### src/rtl/fc_backward_if.sv
// fc_backward_if: bundles the request, operand and result signals of the
// fully-connected backward-pass engine.
//   start       : request one backward pass (sampled while idle)
//   data        : forward-pass activations   [batch_size][feature_size] x 32
//   weight      : forward-pass weights       [feature_size][bias_size]  x 32
//   grad_out    : loss gradient at the output [batch_size][bias_size]   x 32
//   grad_data   : grad_out x weight^T         [batch_size][feature_size] x 32
//   grad_weight : data^T x grad_out           [feature_size][bias_size]  x 32
//   grad_bias   : column sums of grad_out     [bias_size] x 32
//   busy        : high while a pass is in progress
//   done        : one-cycle completion pulse
// The master modport is the requester; the slave modport is the engine.
interface fc_backward_if #(
    parameter int batch_size   = 1,
    parameter int feature_size = 3,
    parameter int bias_size    = 2
) ();
    logic                                          start;
    logic [batch_size-1:0][feature_size-1:0][31:0] data;
    logic [feature_size-1:0][bias_size-1:0][31:0]  weight;
    logic [batch_size-1:0][bias_size-1:0][31:0]    grad_out;
    logic [batch_size-1:0][feature_size-1:0][31:0] grad_data;
    logic [feature_size-1:0][bias_size-1:0][31:0]  grad_weight;
    logic [bias_size-1:0][31:0]                    grad_bias;
    logic                                          busy;
    logic                                          done;

    modport master (
        output start, data, weight, grad_out,
        input  grad_data, grad_weight, grad_bias, busy, done
    );

    modport slave (
        input  start, data, weight, grad_out,
        output grad_data, grad_weight, grad_bias, busy, done
    );
endinterface

### src/rtl/fc_backward.sv
// fc_backward: backward pass of a fully-connected layer using one shared
// 32-bit multiply-accumulate unit, one product term per cycle.
//   Phases: GB (grad_bias), GW (grad_weight), GX (grad_data), then a single
//   DONE cycle with done=1/busy=0 before returning to IDLE.
//   Each output element is reduced over its innermost index and written on
//   its last term; elements are visited row-major.
// Ports:
//   clk : single clock, all state on the rising edge
//   rst : asynchronous, active-high reset
//   bus : fc_backward_if.slave (start, operands in; gradients, busy, done out)
// Configuration macro:
//   FC_BACKWARD_GRAD_DATA_EN : when defined, the GX phase is built and
//   grad_data is computed; otherwise GW goes straight to DONE and grad_data
//   is tied to zero.
// Arithmetic is two's complement, low 32 bits kept, wrap-around.
module fc_backward #(
    parameter int batch_size   = 1,
    parameter int feature_size = 3,
    parameter int bias_size    = 2
) (
    input  logic         clk,
    input  logic         rst,
    fc_backward_if.slave bus
);

    typedef logic [batch_size-1:0][feature_size-1:0][31:0] mat_bf_t;
    typedef logic [feature_size-1:0][bias_size-1:0][31:0]  mat_fn_t;
    typedef logic [batch_size-1:0][bias_size-1:0][31:0]    mat_bn_t;
    typedef logic [bias_size-1:0][31:0]                    vec_n_t;

    typedef enum logic [2:0] {
        IDLE = 3'd0,
        GB   = 3'd1,
        GW   = 3'd2,
`ifdef FC_BACKWARD_GRAD_DATA_EN
        GX   = 3'd3,
`endif
        DONE = 3'd4
    } state_t;

    localparam logic [31:0] B_LAST = 32'(batch_size - 1);
    localparam logic [31:0] F_LAST = 32'(feature_size - 1);
    localparam logic [31:0] N_LAST = 32'(bias_size - 1);

    state_t        state_q, state_d;
    logic [31:0]   e0_q, e0_d;      // outer output-element index
    logic [31:0]   e1_q, e1_d;      // inner output-element index
    logic [31:0]   r_q, r_d;        // reduction index (innermost)
    logic [31:0]   acc_q, acc_d;
    mat_bf_t       data_q, data_d;
    mat_bn_t       gout_q, gout_d;
    vec_n_t        gbias_q, gbias_d;
    mat_fn_t       gweight_q, gweight_d;
    logic          busy_q, busy_d;
    logic          done_q, done_d;
`ifdef FC_BACKWARD_GRAD_DATA_EN
    mat_fn_t       weight_q, weight_d;
    mat_bf_t       gdata_q, gdata_d;
`else
    logic          unused_weight_s;
`endif

    logic [31:0]   a_s, b_s, prod_s, sum_s;
    logic [31:0]   e0_max_s, e1_max_s, r_max_s;
    logic          r_last_s, e1_last_s, e0_last_s, phase_last_s;
    logic          mac_active_s;

    // Operand selection and loop bounds for the phase in progress.
    always_comb begin
        a_s      = 32'd0;
        b_s      = 32'd0;
        e0_max_s = 32'd0;
        e1_max_s = 32'd0;
        r_max_s  = 32'd0;
        case (state_q)
            GB: begin
                // grad_bias[j] = sum_i grad_out[i][j]; multiplier fixed at 1
                e0_max_s = N_LAST;
                r_max_s  = B_LAST;
                b_s      = 32'd1;
                for (int i = 0; i < batch_size; i++) begin
                    for (int j = 0; j < bias_size; j++) begin
                        a_s = ((32'(i) == r_q) && (32'(j) == e0_q)) ? gout_q[i][j] : a_s;
                    end
                end
            end
            GW: begin
                // grad_weight[f][j] = sum_i data[i][f] * grad_out[i][j]
                e0_max_s = F_LAST;
                e1_max_s = N_LAST;
                r_max_s  = B_LAST;
                for (int i = 0; i < batch_size; i++) begin
                    for (int f = 0; f < feature_size; f++) begin
                        a_s = ((32'(i) == r_q) && (32'(f) == e0_q)) ? data_q[i][f] : a_s;
                    end
                    for (int j = 0; j < bias_size; j++) begin
                        b_s = ((32'(i) == r_q) && (32'(j) == e1_q)) ? gout_q[i][j] : b_s;
                    end
                end
            end
`ifdef FC_BACKWARD_GRAD_DATA_EN
            GX: begin
                // grad_data[i][f] = sum_j grad_out[i][j] * weight[f][j]
                e0_max_s = B_LAST;
                e1_max_s = F_LAST;
                r_max_s  = N_LAST;
                for (int j = 0; j < bias_size; j++) begin
                    for (int i = 0; i < batch_size; i++) begin
                        a_s = ((32'(i) == e0_q) && (32'(j) == r_q)) ? gout_q[i][j] : a_s;
                    end
                    for (int f = 0; f < feature_size; f++) begin
                        b_s = ((32'(f) == e1_q) && (32'(j) == r_q)) ? weight_q[f][j] : b_s;
                    end
                end
            end
`endif
            default: begin
                a_s = 32'd0;
                b_s = 32'd0;
            end
        endcase
    end

    // Shared MAC datapath and term/element/phase end detection.
    always_comb begin
        prod_s       = a_s * b_s;
        sum_s        = acc_q + prod_s;
        r_last_s     = (r_q == r_max_s);
        e1_last_s    = (e1_q == e1_max_s);
        e0_last_s    = (e0_q == e0_max_s);
        phase_last_s = r_last_s && e1_last_s && e0_last_s;
        case (state_q)
            GB, GW:  mac_active_s = 1'b1;
`ifdef FC_BACKWARD_GRAD_DATA_EN
            GX:      mac_active_s = 1'b1;
`endif
            default: mac_active_s = 1'b0;
        endcase
    end

    // Next-state, operand capture, counter stepping and result write-back.
    always_comb begin
        state_d   = state_q;
        e0_d      = e0_q;
        e1_d      = e1_q;
        r_d       = r_q;
        acc_d     = acc_q;
        data_d    = data_q;
        gout_d    = gout_q;
        gbias_d   = gbias_q;
        gweight_d = gweight_q;
`ifdef FC_BACKWARD_GRAD_DATA_EN
        weight_d  = weight_q;
        gdata_d   = gdata_q;
`endif
        case (state_q)
            IDLE: begin
                if (bus.start) begin
                    // Operands are snapshotted so later port changes cannot disturb the pass.
                    state_d   = GB;
                    data_d    = bus.data;
                    gout_d    = bus.grad_out;
                    gbias_d   = '0;
                    gweight_d = '0;
                    e0_d      = 32'd0;
                    e1_d      = 32'd0;
                    r_d       = 32'd0;
                    acc_d     = 32'd0;
`ifdef FC_BACKWARD_GRAD_DATA_EN
                    weight_d  = bus.weight;
                    gdata_d   = '0;
`endif
                end else begin
                    state_d = IDLE;
                end
            end
            GB: begin
                for (int j = 0; j < bias_size; j++) begin
                    gbias_d[j] = (r_last_s && (32'(j) == e0_q)) ? sum_s : gbias_d[j];
                end
                state_d = phase_last_s ? GW : GB;
            end
            GW: begin
                for (int f = 0; f < feature_size; f++) begin
                    for (int j = 0; j < bias_size; j++) begin
                        gweight_d[f][j] = (r_last_s && (32'(f) == e0_q) && (32'(j) == e1_q))
                                          ? sum_s : gweight_d[f][j];
                    end
                end
`ifdef FC_BACKWARD_GRAD_DATA_EN
                state_d = phase_last_s ? GX : GW;
`else
                state_d = phase_last_s ? DONE : GW;
`endif
            end
`ifdef FC_BACKWARD_GRAD_DATA_EN
            GX: begin
                for (int i = 0; i < batch_size; i++) begin
                    for (int f = 0; f < feature_size; f++) begin
                        gdata_d[i][f] = (r_last_s && (32'(i) == e0_q) && (32'(f) == e1_q))
                                        ? sum_s : gdata_d[i][f];
                    end
                end
                state_d = phase_last_s ? DONE : GX;
            end
`endif
            DONE: begin
                state_d = IDLE;
            end
            default: begin
                state_d = IDLE;
            end
        endcase

        // Counters wrap to zero at phase end, so the next phase starts clean.
        if (mac_active_s) begin
            acc_d = r_last_s ? 32'd0 : sum_s;
            r_d   = r_last_s ? 32'd0 : (r_q + 32'd1);
            if (r_last_s) begin
                e1_d = e1_last_s ? 32'd0 : (e1_q + 32'd1);
                e0_d = e1_last_s ? (e0_last_s ? 32'd0 : (e0_q + 32'd1)) : e0_q;
            end else begin
                e1_d = e1_q;
                e0_d = e0_q;
            end
        end else begin
            acc_d = acc_d;
        end

        case (state_d)
            GB, GW:  busy_d = 1'b1;
`ifdef FC_BACKWARD_GRAD_DATA_EN
            GX:      busy_d = 1'b1;
`endif
            default: busy_d = 1'b0;
        endcase
        done_d = (state_d == DONE);
    end

    // State and datapath registers; reset clears everything including mid-pass.
    always_ff @(posedge clk or posedge rst) begin
        if (rst) begin
            state_q   <= IDLE;
            e0_q      <= 32'd0;
            e1_q      <= 32'd0;
            r_q       <= 32'd0;
            acc_q     <= 32'd0;
            data_q    <= '0;
            gout_q    <= '0;
            gbias_q   <= '0;
            gweight_q <= '0;
            busy_q    <= 1'b0;
            done_q    <= 1'b0;
`ifdef FC_BACKWARD_GRAD_DATA_EN
            weight_q  <= '0;
            gdata_q   <= '0;
`endif
        end else begin
            state_q   <= state_d;
            e0_q      <= e0_d;
            e1_q      <= e1_d;
            r_q       <= r_d;
            acc_q     <= acc_d;
            data_q    <= data_d;
            gout_q    <= gout_d;
            gbias_q   <= gbias_d;
            gweight_q <= gweight_d;
            busy_q    <= busy_d;
            done_q    <= done_d;
`ifdef FC_BACKWARD_GRAD_DATA_EN
            weight_q  <= weight_d;
            gdata_q   <= gdata_d;
`endif
        end
    end

    assign bus.grad_bias   = gbias_q;
    assign bus.grad_weight = gweight_q;
    assign bus.busy        = busy_q;
    assign bus.done        = done_q;
`ifdef FC_BACKWARD_GRAD_DATA_EN
    assign bus.grad_data   = gdata_q;
`else
    assign bus.grad_data       = '0;
    assign unused_weight_s = ^bus.weight;
`endif

endmodule

### src/flat_wrapper.sv
// flat-port wrapper written by rule: the top's interface ports become plain ports
module fc_backward_flat 
#(
    parameter int batch_size   = 1,
    parameter int feature_size = 3,
    parameter int bias_size    = 2
)
  (clk, rst, bus_start, bus_data, bus_weight, bus_grad_out, bus_grad_data, bus_grad_weight, bus_grad_bias, bus_busy, bus_done);
  fc_backward_if #(.batch_size(batch_size), .feature_size(feature_size), .bias_size(bias_size)) bus_i ();
  input  logic clk;
  input  logic rst;
  input wire logic [$bits(bus_i.start)-1:0] bus_start;
  input wire logic [$bits(bus_i.data)-1:0] bus_data;
  input wire logic [$bits(bus_i.weight)-1:0] bus_weight;
  input wire logic [$bits(bus_i.grad_out)-1:0] bus_grad_out;
  output wire logic [$bits(bus_i.grad_data)-1:0] bus_grad_data;
  output wire logic [$bits(bus_i.grad_weight)-1:0] bus_grad_weight;
  output wire logic [$bits(bus_i.grad_bias)-1:0] bus_grad_bias;
  output wire logic [$bits(bus_i.busy)-1:0] bus_busy;
  output wire logic [$bits(bus_i.done)-1:0] bus_done;
  assign bus_i.start = bus_start;
  assign bus_i.data = bus_data;
  assign bus_i.weight = bus_weight;
  assign bus_i.grad_out = bus_grad_out;
  assign bus_grad_data = bus_i.grad_data;
  assign bus_grad_weight = bus_i.grad_weight;
  assign bus_grad_bias = bus_i.grad_bias;
  assign bus_busy = bus_i.busy;
  assign bus_done = bus_i.done;
  fc_backward #(.batch_size(batch_size), .feature_size(feature_size), .bias_size(bias_size)) u_core (.clk(clk), .rst(rst), .bus(bus_i));
endmodule
### config.mk
export PLATFORM = sky130hd
export DESIGN_NAME = fc_backward_flat
export DESIGN_NICKNAME = d
export VERILOG_FILES = /design/src/rtl/fc_backward_if.sv /design/src/rtl/fc_backward.sv /design/src/flat_wrapper.sv
export SDC_FILE = /design/constraint.sdc
export NUM_CORES = 2
export LEC_CHECK = 0
export ABC_CLOCK_PERIOD_IN_PS = 25400
export CAP_MARGIN = 0
export CORE_ASPECT_RATIO = 0.75
export CORE_MARGIN = 8
export CORE_UTILIZATION = 55
export CTS_CLUSTER_DIAMETER = 40
export DETAILED_ROUTE_END_ITERATION = 6
export GPL_TIMING_DRIVEN = 0
export HOLD_SLACK_MARGIN = 0.1
export PLACE_DENSITY = 0.95
export SLEW_MARGIN = 20
export SYNTH_ARGS = -nofsm -noshare
export SYNTH_HDL_FRONTEND = slang
export SYNTH_SLANG_ARGS = --single-unit
### constraint.sdc
create_clock -name clk -period 25.4 [get_ports clk]
set_input_delay 7.62 -clock clk [delete_from_list [all_inputs] [get_ports clk]]
set_output_delay 7.62 -clock clk [all_outputs]
set_load 0.05 [all_outputs]
== Yosys cells after proc, flatten, opt, wreduce, memory -nomap -nowiden ==
Index checks and enable logic that the tools add are counted.
Widths: inputs -> output; s select.
Word-level totals
  flip-flop bits (word level): 549
  input bits: 355
  output and inout port bits: 354
  logic and storage cells: 123
Cells by class
  add/subtract/negate cells: 4
  multiply operators: 1
  eq/ne operators: 21
  mux-type cells: 42
  reduce and logical (&&, ||, !) cells: 35
Operators with widths (count)
  $mux 32: 28
  $pmux 192 s2: 1
  $mux 192: 1
  $pmux 32 s2: 2
  $pmux 64 s2: 1
  $add 32x1->32 const B: 3
  $logic_not 32->1: 3
  $eq 1x32->1 const A: 2
  $mux 64: 1
  $add 32x32->32: 1
  $eq 2x32->1 const A: 1
  $eq 32x1->1: 1
  $eq 32x2->1: 1
  $mul 32x32->32: 1
  $reduce_and 3->1: 9
  $ne 2x1->1 const B: 10
  $logic_and 1x1->1: 13
  $pmux 3 s3: 1
  $reduce_bool 2->1: 4
  $eq 3x1->1 const B: 2
  $eq 3x2->1 const B: 2
  $mux 1: 4
  $pmux 2 s2: 1
  $reduce_and 2->1: 2
  other kinds (7): 8

== Depth between registers and ports, before layout ==
  word-level depth: 10
  mapped depth: 44
  depth with buffers taken out: 38

== Least setup slack after synthesis ==
No wires, ideal clock.
  path kind: flip-flop to flip-flop
  start: reg u_core.r_q[0]
  end: reg u_core.gweight_q, in the netlist u_core.bus.grad_weight[127]
  library setup time: 0.128 ns
  arrival time: 9.573 ns
  data required time: 25.272 ns
  setup slack: 15.699 ns
  stages on the path, launching flop included: 39
  buffers on the path: 3
  period minus slack after synthesis: 9.701 ns
  cell sequence: dfrtp_1 > inv_1 > ha_1 > nor3b_1 > nand4_1 > nor4_4 > buf_4 > a21oi_2 > buf_2 > clkbuf_1 > a221oi_1 > nor2_1 > fa_1 > fa_1 > fa_1 > inv_1 > fa_1 > inv_1 > (+3 left out) > inv_1 > fa_1 > inv_1 > fa_1 > inv_1 > ha_1 > a21o_1 > a21o_1 > a21oi_1 > o21bai_1 > a21oi_1 > o21ai_0 > o221a_2 > a41oi_1 > o21ai_0 > a21oi_1 > xor2_4 > o21ai_1
Between the ends
  cells in the longest elaborated chain, start to end: 10
  elaborated cells between the ends (all ways): 22
  those cells by class: add/sub: 1; mul: 1; eq/ne: 1; mux: 11; reduce/logical: 8
Ends and longest elaborated chain
  start, declared: RTL line fc_backward.sv:48  | logic [31:0] r_q, r_d;
  start signal, assigned: RTL line fc_backward.sv:262  | r_q <= r_d;
  $logic_not 32->1 *
  $logic_and 1x1->1: RTL line fc_backward.sv:83, fc_backward.sv:94
  $mux 32 (3 in a row): RTL line fc_backward.sv:94  | a_s = ((32'(i) == r_q) && (32'(f) == e0_q)) ? data_q[i][f] : a_s;
  $pmux 32 s2: RTL line fc_backward.sv:75  | case (state_q)
  $mul 32x32->32: RTL line fc_backward.sv:126  | prod_s = a_s * b_s;
  $add 32x32->32: RTL line fc_backward.sv:127  | sum_s = acc_q + prod_s;
  $mux 32: RTL line fc_backward.sv:187  | ? sum_s : gweight_d[f][j];
  $pmux 192 s2: RTL line fc_backward.sv:156  | case (state_q)
  end signal, assigned: RTL line fc_backward.sv:267  | gweight_q <= gweight_d;
  end, declared: RTL line fc_backward.sv:53  | mat_fn_t gweight_q, gweight_d;
Mark *: on every way between the ends. The rest lies on a longest branch, timed or not. The select of a mux whose other input is x is not followed.
A chain may end at the register's enable or synchronous reset.

== Worst setup path after layout ==
  start: reg u_core.state_q[1]
  end: reg u_core.gweight_q, in the netlist u_core.bus.grad_weight[189]
Between the ends
  cells in the longest elaborated chain, start to end: 6
  elaborated cells between the ends (all ways): 13
  those cells by class: add/sub: 1; mul: 1; eq/ne: 4; mux: 4; reduce/logical: 3
Ends and longest elaborated chain
  start, declared: RTL line fc_backward.sv:45  | state_t state_q, state_d;
  start signal, assigned: RTL line fc_backward.sv:259  | state_q <= state_d;
  $eq 3x2->1 or $eq 3x1->1 (tied branches): RTL line fc_backward.sv:75, fc_backward.sv:156
  $pmux 32 s2: RTL line fc_backward.sv:75
  $mul 32x32->32: RTL line fc_backward.sv:126
  $add 32x32->32: RTL line fc_backward.sv:127
  $mux 32: RTL line fc_backward.sv:187
  $pmux 192 s2: RTL line fc_backward.sv:156
Parallel ways exist; a longest one is shown, timed or not. The select of a mux whose other input is x is not followed.

==> metrics.md <==
| Metric | Value |
|---|---|
| Mean cell area of the mapped netlist | `9.141 um^2` |
| Final worst clock skew | `93.07 ps` |
| Count of TritonRoute iterations in the first routing pass | `7` |
| Starting density of the core | `55.13%` |
| Worst min-delay path category | `reg -> reg` |
| Highest ir drop seen on vdd | `0.05126 mV` |
| Number of DRC markers in iteration 0 | `6,461` |
| Category of the most critical setup path | `reg -> reg` |
| Crit-path max cell delay | `960 ps` |
| Critical path capture point type | `flop` |
| Deepest clock path buffer count | `3` |
| Final core utilization | `66.30%` |
| Buffers inserted during post-CTS setup optimization | `0` |
| Area added between synthesis and finish | `20.26%` |
| Post-synth ARST share | `100.0%` |
| Total vias in the final route | `38,290` |
| Core area | `72,960 um^2` |
| Die H | `250.2 um` |
| Top FF cell, synth | `sky130_fd_sc_hd__dfrtp_1` |
| Number of standard cells after synthesis | `4,400` |
| Ratio of cells with drive above 1 in the final layout | `6.235%` |
| Failing checks | `DRC` |
| Top cells by area in the synthesized netlist | `sky130_fd_sc_hd__dfrtp_1, sky130_fd_sc_hd__fa_1, sky130_fd_sc_hd__nand2_1` |
| Drt drc | `138` |
| Post-placement setup slack | `12,890 ps` |
| Largest net degree at the start of global routing | `110` |
| Aggregate global routing overflow | `0` |
| Buffer cell driving the clock tree root | `sky130_fd_sc_hd__clkbuf_16` |
| Total of flip-flops plus latches after synthesis | `549` |
| RD Place Congestion | `1.053` |
| Number of enable flip-flop cells after synthesis | `0` |
| Global-route wire length before repair | `239,700 um` |
| Die X-Extent | `328.3 um` |
| Layout Cell Area excl Fill | `48,370 um^2` |
| Outcome | `finished, violations left` |
| Final Setup Violations | `0` |
| Sequential element share of the synthesized area | `34.16%` |
| Data required time at the worst endpoint | `25,860 ps` |
| Total wirelength of the detailed-routed design | `161,100 um` |
| Time the worst path needs with I/O delays and setup | `13,380 ps` |
| Distinct cell type count after synthesis | `71` |
| Pleak | `0.02290 uW` |
| Clock sinks | `549` |
| Post-detailed-route count of antenna-violating nets | `0` |
| Max Fclk | `74.73 MHz` |
| CP max stage cell | `sky130_fd_sc_hd__xor2_1` |
| Slew headroom | `11.21%` |
| IO buf count | `420` |
| Number of nets in the layout | `5,914` |
| Clock Pin Slew Worst Setup and Hold Paths | `70 ps` |
| Number of max-slew violations in the final report | `0` |
| Later-pin clock latency in the skew report | `720 ps` |
| Standard-cell rows | `86` |
| Least setup slack across all paths after layout | `12,020 ps` |
| Max Fanout on Critical Path | `10` |
| GRT Overall Usage | `38.20%` |
| Final TNS setup | `0 ps` |
| CTS-repair resized insts | `0` |
| Unrepaired setup endpoints after global routing | `false` |
| Pwr per Cell Area | `39.00 nW/um^2` |
| Die Footprint | `82,120 um^2` |
| Number of antenna violations at the first check in global routing | `11` |
| Standard cell area after detailed placement | `46,280 um^2` |
| TritonCTS clock tree | `done` |
| Most prevalent standard cell on the critical path | `sky130_fd_sc_hd__fa_1` |
| Vias/cell | `6.369` |
| Library cell with the largest summed area after synthesis | `sky130_fd_sc_hd__dfrtp_1` |
| Fraction of the cycle the final worst path needs | `52.68%` |
| Count of pins on the block boundary | `709` |
| Number of buffers created by CTS | `58` |
| Worst endpoint data arrival time | `13,840 ps` |
| H-Tree Depth | `2` |
| Most frequent cell after synthesis | `sky130_fd_sc_hd__nand2_1` |
| Wirelength per Cell | `26.79 um` |
| Number of buffers inserted for hold repair after clock tree synthesis | `0` |
| Critical path launch point type | `flop` |
| Synthesis Warnings | `0` |
| Max-Cap Viols | `0` |
| HPWL after detailed placement | `117,400 um` |
| Slew of the pin with the lowest slew margin | `1327 ps` |
| Number of global-route vias before repair | `39,210` |
| Top cell types by occurrence after synthesis | `sky130_fd_sc_hd__nand2_1, sky130_fd_sc_hd__dfrtp_1, sky130_fd_sc_hd__inv_1` |
| Hold Vio Cnt, Final | `0` |
| Share of the synthesized area in the top cell type | `34.16%` |
| Netlist Area Pre-Place | `40,220 um^2` |
cells by family after synthesis:
logic type,Yosys count,share of synthesized area [%]
muxes,10,0.2800
xor gates and xnor gates,152,3.531
DFF,549,34.16
adders and majority gates,571,25.94
and+or+nand+nor,1731,18.05
other,1,0.009324
buffers and inverters,823,8.841
AOI/OAI and AO/OA,563,9.193
worst max-delay path, delay by kind of cell, from the launching register on:
kind            cells  cell delay, ps
xor+xnor            1             960
compound gates     10            2340
buf+inv            13            3980
flops               1             390
simple gates        4            1160
fa+ha+maj           9            4350
metal layers:
metal | global-route usage, % | up-vias | part of all wire (%)
li1 | - | 14940 | -
met1 | 44.56 | 18200 | 32
met2 | 54.90 | 3906 | 41
met3 | 19.73 | 1239 | 18
met4 | 24.48 | 12 | 8.9
met5 | 2.716 | - | 0.24
registers in the layout (all words and copies together), names as in the netlist:
register / count
u_core.e0_q: 32
u_core.acc_q: 32
u_core.bus.done: 1
u_core.bus.grad_weight: 192
u_core.r_q: 32
u_core.gout_q: 64
u_core.state_q: 3
u_core.bus.grad_bias: 64
u_core.bus.busy: 1
u_core.e1_q: 32
u_core.data_q: 96
final cells by class:
class | instances | area [um^2]
multi-input cells | 3123 | 23390
well taps | 968 | 1211
flip-flops and latches | 549 | 13740
diodes | 8 | 20.02
plain buffers | 319 | 1665
repair buffers | 433 | 4413
inverters | 504 | 1899
fillers | 5045 | 24590
clock inverters | 40 | 471.7
clock buffers | 68 | 1560
cell usage in the layout, fill, tap and decap left out, types with 112 or more instances in the layout:
master                            Yosys  layout
sky130_fd_sc_hd__nand2_1            981     981
sky130_fd_sc_hd__dfrtp_1            549     549
sky130_fd_sc_hd__inv_1              504     503
sky130_fd_sc_hd__fa_1               438     438
sky130_fd_sc_hd__clkdlybuf4s50_1      0     420
sky130_fd_sc_hd__nor2_1             401     401
sky130_fd_sc_hd__o21ai_0            255     255
sky130_fd_sc_hd__clkbuf_1           186     189
sky130_fd_sc_hd__ha_1               133     133
sky130_fd_sc_hd__nand3_1            125     125
sky130_fd_sc_hd__buf_4              108     112
report_power, final:
group	leakage (uW)	total (uW)	switching (uW)	internal [uW]
registers	0.00695	874	0	874
clock network	0.000984	920	418	502
logic	0.0150	92.5	58.0	34.5
stage by stage:
step / cells / power (uW) / hold slack, ps
detailed placement: 5895 / 981.5 / 463.3
CTS: 6003 / 1872 / 483.7
global route: 6007 / 1913 / 491.2
finish: 6012 / 1886 / 481.7
floorplan: 4495 / 946.7 / 444.6
global placement: 5883 / 979.4 / 459.2
final timing paths:
check	to	cells after the start	startpoint	slack [ps]
setup / recovery	u_core.bus.grad_weight[189]	37	u_core.state_q[1]	12020
hold / removal	u_core.data_q[48]	2	u_core.data_q[48]	480
setup reg to reg	u_core.bus.grad_weight[189]	37	u_core.state_q[1]	12020
hold reg to reg	u_core.data_q[48]	2	u_core.data_q[48]	480
max in group asynchronous	u_core.gout_q[52]	6	rst	15660
min in group asynchronous	u_core.bus.grad_weight[6]	2	rst	7400
Power figures use the tool's default switching activity.
